### src/rtl/apb_master_bridge.sv
// ----------------------------------------------------------------------------
// apb_master_bridge
// Command-to-APB requester. Accepts one read/write command at a time over a
// valid/ready port, runs a two-phase APB transfer (SETUP, ACCESS), waits on
// pready, and returns a one-cycle response pulse. A watchdog aborts an ACCESS
// phase that sees pready low for TIMEOUT cycles (TIMEOUT = 0 disables it).
//
// Ports
//   pclk, rst_n        clock, synchronous active-low reset
//   cmd_valid/ready    command handshake (cmd_ready is combinational: IDLE)
//   cmd_write/addr/wdata  command payload
//   rsp_valid          one-cycle completion pulse
//   rsp_rdata          read data (0 for writes and aborts)
//   rsp_err            pslverr at completion, or 1 on watchdog abort
//   rsp_timeout        set with rsp_valid when the watchdog aborted
//   paddr/psel/penable/pwrite/pwdata   APB requester outputs (registered)
//   pready/prdata/pslverr              APB responder inputs
// ----------------------------------------------------------------------------
module apb_master_bridge #(
    parameter int unsigned ADDR_W  = 32,
    parameter int unsigned DATA_W  = 32,
    parameter int unsigned TIMEOUT = 16
) (
    input  logic              pclk,
    input  logic              rst_n,
    input  logic              cmd_valid,
    output logic              cmd_ready,
    input  logic              cmd_write,
    input  logic [ADDR_W-1:0] cmd_addr,
    input  logic [DATA_W-1:0] cmd_wdata,
    output logic              rsp_valid,
    output logic [DATA_W-1:0] rsp_rdata,
    output logic              rsp_err,
    output logic              rsp_timeout,
    output logic [ADDR_W-1:0] paddr,
    output logic              psel,
    output logic              penable,
    output logic              pwrite,
    output logic [DATA_W-1:0] pwdata,
    input  logic              pready,
    input  logic [DATA_W-1:0] prdata,
    input  logic              pslverr
);

    // Watchdog width: ceil(log2(TIMEOUT+1)), at least one bit when disabled.
    localparam int unsigned WD_W = (TIMEOUT == 0) ? 1 : $clog2(TIMEOUT + 1);

    typedef enum logic [1:0] {
        ST_IDLE   = 2'd0,
        ST_SETUP  = 2'd1,
        ST_ACCESS = 2'd2
    } state_t;

    state_t          r_state;
    logic [WD_W-1:0] r_wdog;
    logic [WD_W-1:0] w_wdog_inc;
    logic            w_wdog_hit;

    // Saturating increment so the counter never wraps back below TIMEOUT.
    assign w_wdog_inc = (r_wdog == {WD_W{1'b1}}) ? r_wdog : r_wdog + WD_W'(1);
    assign w_wdog_hit = (TIMEOUT != 0) && (32'(w_wdog_inc) >= TIMEOUT);

    assign cmd_ready = (r_state == ST_IDLE);

    // Transfer sequencer with registered APB and response outputs.
    always_ff @(posedge pclk) begin
        if (!rst_n) begin
            r_state     <= ST_IDLE;
            r_wdog      <= '0;
            psel        <= 1'b0;
            penable     <= 1'b0;
            pwrite      <= 1'b0;
            paddr       <= '0;
            pwdata      <= '0;
            rsp_valid   <= 1'b0;
            rsp_rdata   <= '0;
            rsp_err     <= 1'b0;
            rsp_timeout <= 1'b0;
        end else begin
            rsp_valid <= 1'b0;
            case (r_state)
                ST_IDLE: begin
                    psel    <= 1'b0;
                    penable <= 1'b0;
                    if (cmd_valid) begin
                        paddr   <= cmd_addr;
                        pwrite  <= cmd_write;
                        pwdata  <= cmd_wdata;
                        psel    <= 1'b1;
                        r_state <= ST_SETUP;
                    end
                end
                ST_SETUP: begin
                    penable <= 1'b1;
                    r_wdog  <= '0;
                    r_state <= ST_ACCESS;
                end
                ST_ACCESS: begin
                    // Completion takes priority over a watchdog hit on the same edge.
                    if (pready) begin
                        rsp_valid   <= 1'b1;
                        rsp_rdata   <= pwrite ? '0 : prdata;
                        rsp_err     <= pslverr;
                        rsp_timeout <= 1'b0;
                        psel        <= 1'b0;
                        penable     <= 1'b0;
                        r_state     <= ST_IDLE;
                    end else begin
                        r_wdog <= w_wdog_inc;
                        if (w_wdog_hit) begin
                            rsp_valid   <= 1'b1;
                            rsp_rdata   <= '0;
                            rsp_err     <= 1'b1;
                            rsp_timeout <= 1'b1;
                            psel        <= 1'b0;
                            penable     <= 1'b0;
                            r_state     <= ST_IDLE;
                        end
                    end
                end
                default: begin
                    psel    <= 1'b0;
                    penable <= 1'b0;
                    r_state <= ST_IDLE;
                end
            endcase
        end
    end

endmodule
### config.mk
export PLATFORM = sky130hd
export DESIGN_NAME = apb_master_bridge
export DESIGN_NICKNAME = d
export VERILOG_FILES = /design/src/rtl/apb_master_bridge.sv
export SDC_FILE = /design/constraint.sdc
export NUM_CORES = 1
export LEC_CHECK = 0
export BUFFER_PORTS_ARGS = -buffer_cell sky130_fd_sc_hd__buf_2
export CAP_MARGIN = 15
export CORE_MARGIN = 2
export CORE_UTILIZATION = 49
export DETAILED_ROUTE_END_ITERATION = 6
export PLACE_DENSITY = 0.87
export SYNTH_ARGS = -nofsm -noshare
export SYNTH_HDL_FRONTEND = slang
export SYNTH_SLANG_ARGS = --single-unit
### constraint.sdc
create_clock -name pclk -period 3 [get_ports pclk]
set_input_delay 0.3 -clock pclk [delete_from_list [all_inputs] [get_ports pclk]]
set_output_delay 0.3 -clock pclk [all_outputs]
set_load 0.01 [all_outputs]
# Word level (Yosys, flattened, before mapping)
# Index checks and enable logic that the tools add are counted.
# totals
output_inout_bits	103
reg_bits	109
elab_cells	49
# classes
n_mux	20
magnitude_cmp	1
bitwise	1
n_reduce_logical	9
eq_ne	6
addsub	1
# op_table
operator	count
2-to-1 mux 32 bit	3
AND reduction 2 bit	6
2-to-1 mux 5 bit	2
case mux 5 bit (2 select lines)	1
2-to-1 mux 1 bit	8
2-to-1 mux 2 bit	3
case mux 2 bit (3 select lines)	1
adder 5 x 1 -> 5 bit, second input constant	1
== test 5 bit, second input constant	1
greater-or-equal comparator 5 bit, second input constant	1
inequality test 2 bit, second input constant	2
nonzero test 2 bit	2
inequality test 3 bit, second input constant	1
case mux 1 bit (3 select lines)	1
== test 2 x 1 -> 1 bit, second input constant	1
== test 2 bit, second input constant	1
logical NOT 2 bit	1
case mux 1 bit (2 select lines)	1
inverter 1 bit	1

# Depth between registers and ports, before layout
# depth
word_depth	6
ltp_mapped	6

# Worst setup path before layout
# OpenSTA, ideal clock, no wires.
# synth_timing
kind	flip-flop to flip-flop
startpoint	reg r_wdog[0]
endpoint	reg rsp_rdata[10]
n_path_buf	1
path_stages_with_launch	6
path_slack_ns	1.571
t_required_ns	2.930
arrival_time_ns	1.359
cell_sequence	dfxtp_1 ha_1 a311oi_2 buf_2 o21ai_1 a21boi_1
# synth_via
elab_chain_cells	5
word_cells_on_any_way	6
cone_classes	1 x add/sub; 1 x order compare; 1 x eq/ne; 1 x mux; 2 x reduce/logical
# synth_rtl
item	line	rtl
start: declaration	55	logic [WD_W-1:0] r_wdog;
start signal: assignment	109	r_wdog <= w_wdog_inc;
adder 5 x 1 -> 5 bit or == test 5 bit (tied branches)	60	assign w_wdog_inc = (r_wdog == {WD_W{1'b1}}) ? r_wdog : r_wdog + WD_W'(1);
2-to-1 mux 5 bit (*)	60	
greater-or-equal comparator 5 bit (*)	61	assign w_wdog_hit = (TIMEOUT != 0) && (32'(w_wdog_inc) >= TIMEOUT);
nonzero test 2 bit (no source line) (*)	--	
AND reduction 2 bit (no source line) (*)	--	
end signal: assignment	102	rsp_rdata <= pwrite ? '0 : prdata;
end: declaration	32	output logic [DATA_W-1:0] rsp_rdata,
# Mark *: on every way between the ends. The rest lies on a longest branch, timed or not.
# A chain may end at the register's enable or synchronous reset.

# Final worst setup path
# layout_timing
startpoint	reg r_wdog[0]
endpoint	reg rsp_rdata[31]
# Same word-level chain as after synthesis.

==> results.py <==
metrics = {
    "synthesis": {
        "synth.top_cell.area_share": 0.5211,
        "average_cell_area_after_synthesis_um2": 8.688,
        "postSynthRegisterBits": 109,
        "syn_area_um2": 4188,
        "seq_area_frac_synth": 0.5211,
        "synth_cell_type_count": 30,
        "synth.area.top_cells": "sky130_fd_sc_hd__dfxtp_1 52%, sky130_fd_sc_hd__a21boi_1 18%, sky130_fd_sc_hd__nand2_1 15%, sky130_fd_sc_hd__o21ai_1 3.7%, sky130_fd_sc_hd__clkbuf_1 1.7%",
        "yosysWarnings": 0,
        "syn-num-nets": 585,
        "syn-instance-count": 482,
        "netlist.top_cell.by_area": "sky130_fd_sc_hd__dfxtp_1",
    },
    "cells_and_area": {
        "final_layout_size_suffix_gt1_frac": 0.3477,
        "final_instance_count_excl_fillers": 778,
        "mostFrequentLayoutCell": "sky130_fd_sc_hd__buf_2",
        "regArea_um2": 2182,
        "n_antenna_cell": 0,
        "flow.area_growth_from_synthesis_pct": 30.50,
        "layout.filler_cells": 735,
        "nets": 771,
        "multi_input_area_um2": 1836,
        "final_cell_mix": "204 x sky130_fd_sc_hd__buf_2, 168 x sky130_fd_sc_hd__nand2_1, 109 x sky130_fd_sc_hd__dfxtp_1",
    },
    "global_route": {
        "grt.overflow.total": 0,
        "grt_antenna_before_repair": 0,
        "grt_util_all_layers": 0.2165,
        "grt_first_pass_wirelength_um": 15960,
        "grt_start_max_net_pins": 79,
        "first_global_vias": 3645,
    },
    "worst_setup_path": {
        "worstPathCellList": "ha_1 -> a311oi_4 -> buf_4 -> o21ai_1 -> a21boi_1",
        "worstSetupEndpoint": "rsp_rdata[31]$_SDFFE_PN0P_",
        "timing.rr.end": "rsp_rdata[31]$_SDFFE_PN0P_",
        "critical_path.slowest_cell": "sky130_fd_sc_hd__a311oi_4",
        "endpoint_kind": "flop",
        "crit_type": "flop to flop",
        "worst_r2r_path_depth": 5,
        "startpoint": "r_wdog[0]$_SDFFE_PN0P_",
        "critPathMaxFanout": 19,
        "rrSetupSlack_ns": 1.0,
        "worstPathArrival_ns": 2.29,
        "cp.required_ns": 3.29,
        "startpoint_of_the_most_critical_register_to_register_path": "r_wdog[0]$_SDFFE_PN0P_",
        "delay_of_the_slowest_critical_path_stage_ns": 0.68,
        "setup.worst_path.start_class": "flop",
    },
    "job": {
        "maximum_capacitance_violations": 0,
    },
    "drt": {
        "route.antenna.remaining_nets": 0,
        "wl_per_cell_um": 13.49,
        "post-route-drc-count": 0,
        "detail_route.first_pass.iterations": 4,
        "route.final.wire_length_um": 10490,
        "post_drt_via_cell_ratio": 5.026,
        "drt_iter0_drc": 131,
        "detailroute.via_count": 3910,
    },
    "placed_design": {
        "pre_cts_ws_ns": 1.009,
        "placed_cells_incl_taps": 761,
        "gp_routability_congestion": 0.7459,
        "number_of_port_buffers": 204,
        "detailed_place_hpwl_um": 7541,
    },
    "sta": {
        "worst_pin_slew_ns": 0.8279,
        "final.setup.tns_ns": 0,
        "unrepaired_setup_endpoints_after_global_routing": "no",
        "timing.final.crit_period_ns": 2.004,
        "post_route_skew_ns": 0.01277,
        "finalSetupViolations": 0,
        "final_critical_path_setup_slack_ns": 0.9963,
        "max_freq_mhz": 499.1,
        "finalCritPeriodShare": 0.6679,
        "timing.slew.headroom": 0.4481,
        "final_slew_viol_count": 0,
        "hold_viol": 0,
    },
    "clocking": {
        "clock_latency_ns": 0.36,
        "htreeDepth": 3,
        "tritoncts_num_sinks": 109,
        "post_cts_resize_count": 0,
        "clockBufferDepth": 2,
        "clk_root_buffer_cell": "sky130_fd_sc_hd__clkbuf_8",
        "postCtsSetupBuffers": 0,
        "clk_pin_slew_worst_paths_ns": 0.11,
        "cts-buffers-inserted": 9,
        "cts_tree": "yes",
        "postCtsHoldBufs": 0,
    },
    "floorplanning": {
        "initial_utilization": 0.5071,
        "floorplan.die_area_um2": 9302,
        "die-height_um": 96.45,
        "dieWidth_um": 96.45,
        "area_inside_the_core_boundary_um2": 8258,
        "io_pins": 205,
        "core_rows": 33,
    },
    "pwr": {
        "power.ir.vdd_worst_v": 0.0002699,
        "p_leak_nw": 2.564,
        "p_per_cell_area_nw_per_um2": 521.3,
    },
    "worst_hold_path": {
        "worst_hold_path_type": "primary input to flop",
    },
    "run_status": {
        "run_status": "finished, final reports clean",
    },
}
[layer usage]
| metal | track usage | vias to the layer above | wire length, um |
|---|---|---|---|
| li1 | - | 1971 | - |
| met1 | 0.2573 | 1780 | 4413 |
| met2 | 0.3785 | 142 | 5145 |
| met3 | 0.04422 | 17 | 714 |
| met4 | 0.09272 | 0 | 219 |
| met5 | 0 | - | 0 |
[how the worst min path moves through the flow]
| stage | start | endpoint | slack, ns | cells past startpoint |
|---|---|---|---|---|
| 5_1_grt | cmd_addr[0] | paddr[0]$_SDFFE_PN0P_ | 0.14 | 3 |
| 2_1_floorplan | cmd_addr[0] | paddr[0]$_SDFFE_PN0P_ | 0.43 | 2 |
| 6_report | cmd_addr[9] | paddr[9]$_SDFFE_PN0P_ | 0.16 | 3 |
| 4_1_cts | cmd_addr[9] | paddr[9]$_SDFFE_PN0P_ | 0.15 | 3 |
| 3_3_place_gp | pwdata[19]$_SDFFE_PN0P_ | pwdata[19]$_SDFFE_PN0P_ | 0.44 | 2 |
| 3_5_place_dp | pwdata[3]$_SDFFE_PN0P_ | pwdata[3]$_SDFFE_PN0P_ | 0.44 | 2 |
[worst max-delay path, delay by kind of cell (launching register included)]
kind                       cells  cell delay, ns
AOI/OAI and AO/OA              3            0.95
adders and majority gates      1            0.29
buffers and inverters          1            0.35
DFF                            1            0.35
[report_power, final]
| part | switching, W | internal [W] |
|---|---|---|
| logic | 0.000209 | 0.000172 |
| clock network | 0.000500 | 0.000417 |
| registers | 0.0000364 | 0.00151 |
[sequential cells by signal (all words and copies together), names as in the netlist, 2 cells and up]
name / flops
pwdata: 32
rsp_rdata: 32
paddr: 32
r_wdog: 5
r_state: 2
[cell families after synthesis]
logic type | Yosys count | synth area share
AO/OA/AOI/OAI | 144 | 0.2402
adder cells (fa/ha/maj) | 1 | 0.002987
buffers and inverters | 38 | 0.04840
flip-flops | 109 | 0.5211
multiplexers | 2 | 0.004781
AND/OR/NAND/NOR | 188 | 0.1826
[through the flow]
step	cell area (um^2)	total power, W	utilization	hold slack, ns
after floorplan	4188	0.001799	-	0.4348
after CTS	5445	0.002872	0.6594	0.1474
after global placement	5239	0.001951	0.6344	0.4369
after global routing	5465	0.002996	0.6618	0.1436
after detailed placement	5239	0.001967	0.6344	0.4426
final	5465	0.002849	0.6618	0.1615
[cell usage after synthesis]
master                     count
sky130_fd_sc_hd__and2_1        3
sky130_fd_sc_hd__o31a_1        1
sky130_fd_sc_hd__mux2i_1       2
sky130_fd_sc_hd__nor3b_2       2
sky130_fd_sc_hd__a21boi_0      1
sky130_fd_sc_hd__nand2_1     168
sky130_fd_sc_hd__nor4bb_1      1
sky130_fd_sc_hd__nand3_1       3
sky130_fd_sc_hd__buf_6         4
sky130_fd_sc_hd__a311oi_2      1
sky130_fd_sc_hd__nor2b_1       1
sky130_fd_sc_hd__nand4_1       1
sky130_fd_sc_hd__a21boi_1     98
sky130_fd_sc_hd__or3b_1        1
sky130_fd_sc_hd__o221a_2       1
sky130_fd_sc_hd__a32o_1        2
sky130_fd_sc_hd__o21ai_0       5
sky130_fd_sc_hd__ha_1          1
sky130_fd_sc_hd__o21ai_1      31
sky130_fd_sc_hd__a21oi_1       1
sky130_fd_sc_hd__inv_1         1
sky130_fd_sc_hd__a31oi_1       2
sky130_fd_sc_hd__o211a_1       1
sky130_fd_sc_hd__clkbuf_1     19
sky130_fd_sc_hd__nand2b_1      4
sky130_fd_sc_hd__nor2_1        3
sky130_fd_sc_hd__nand3b_1      1
sky130_fd_sc_hd__buf_4         5
sky130_fd_sc_hd__buf_2         9
sky130_fd_sc_hd__dfxtp_1     109
[layout make-up]
class | instances | share of cell area
Sequential cell | 109 | 0.3993
Clock inverter | 6 | 0.01259
Timing Repair Buffer | 212 | 0.2024
Clock buffer | 10 | 0.02518
Inverter | 1 | 0.0006868
Tap cell | 105 | 0.02404
Multi-Input combinational cell | 335 | 0.3359
No activity file was read; power rests on OpenSTA's default activity.
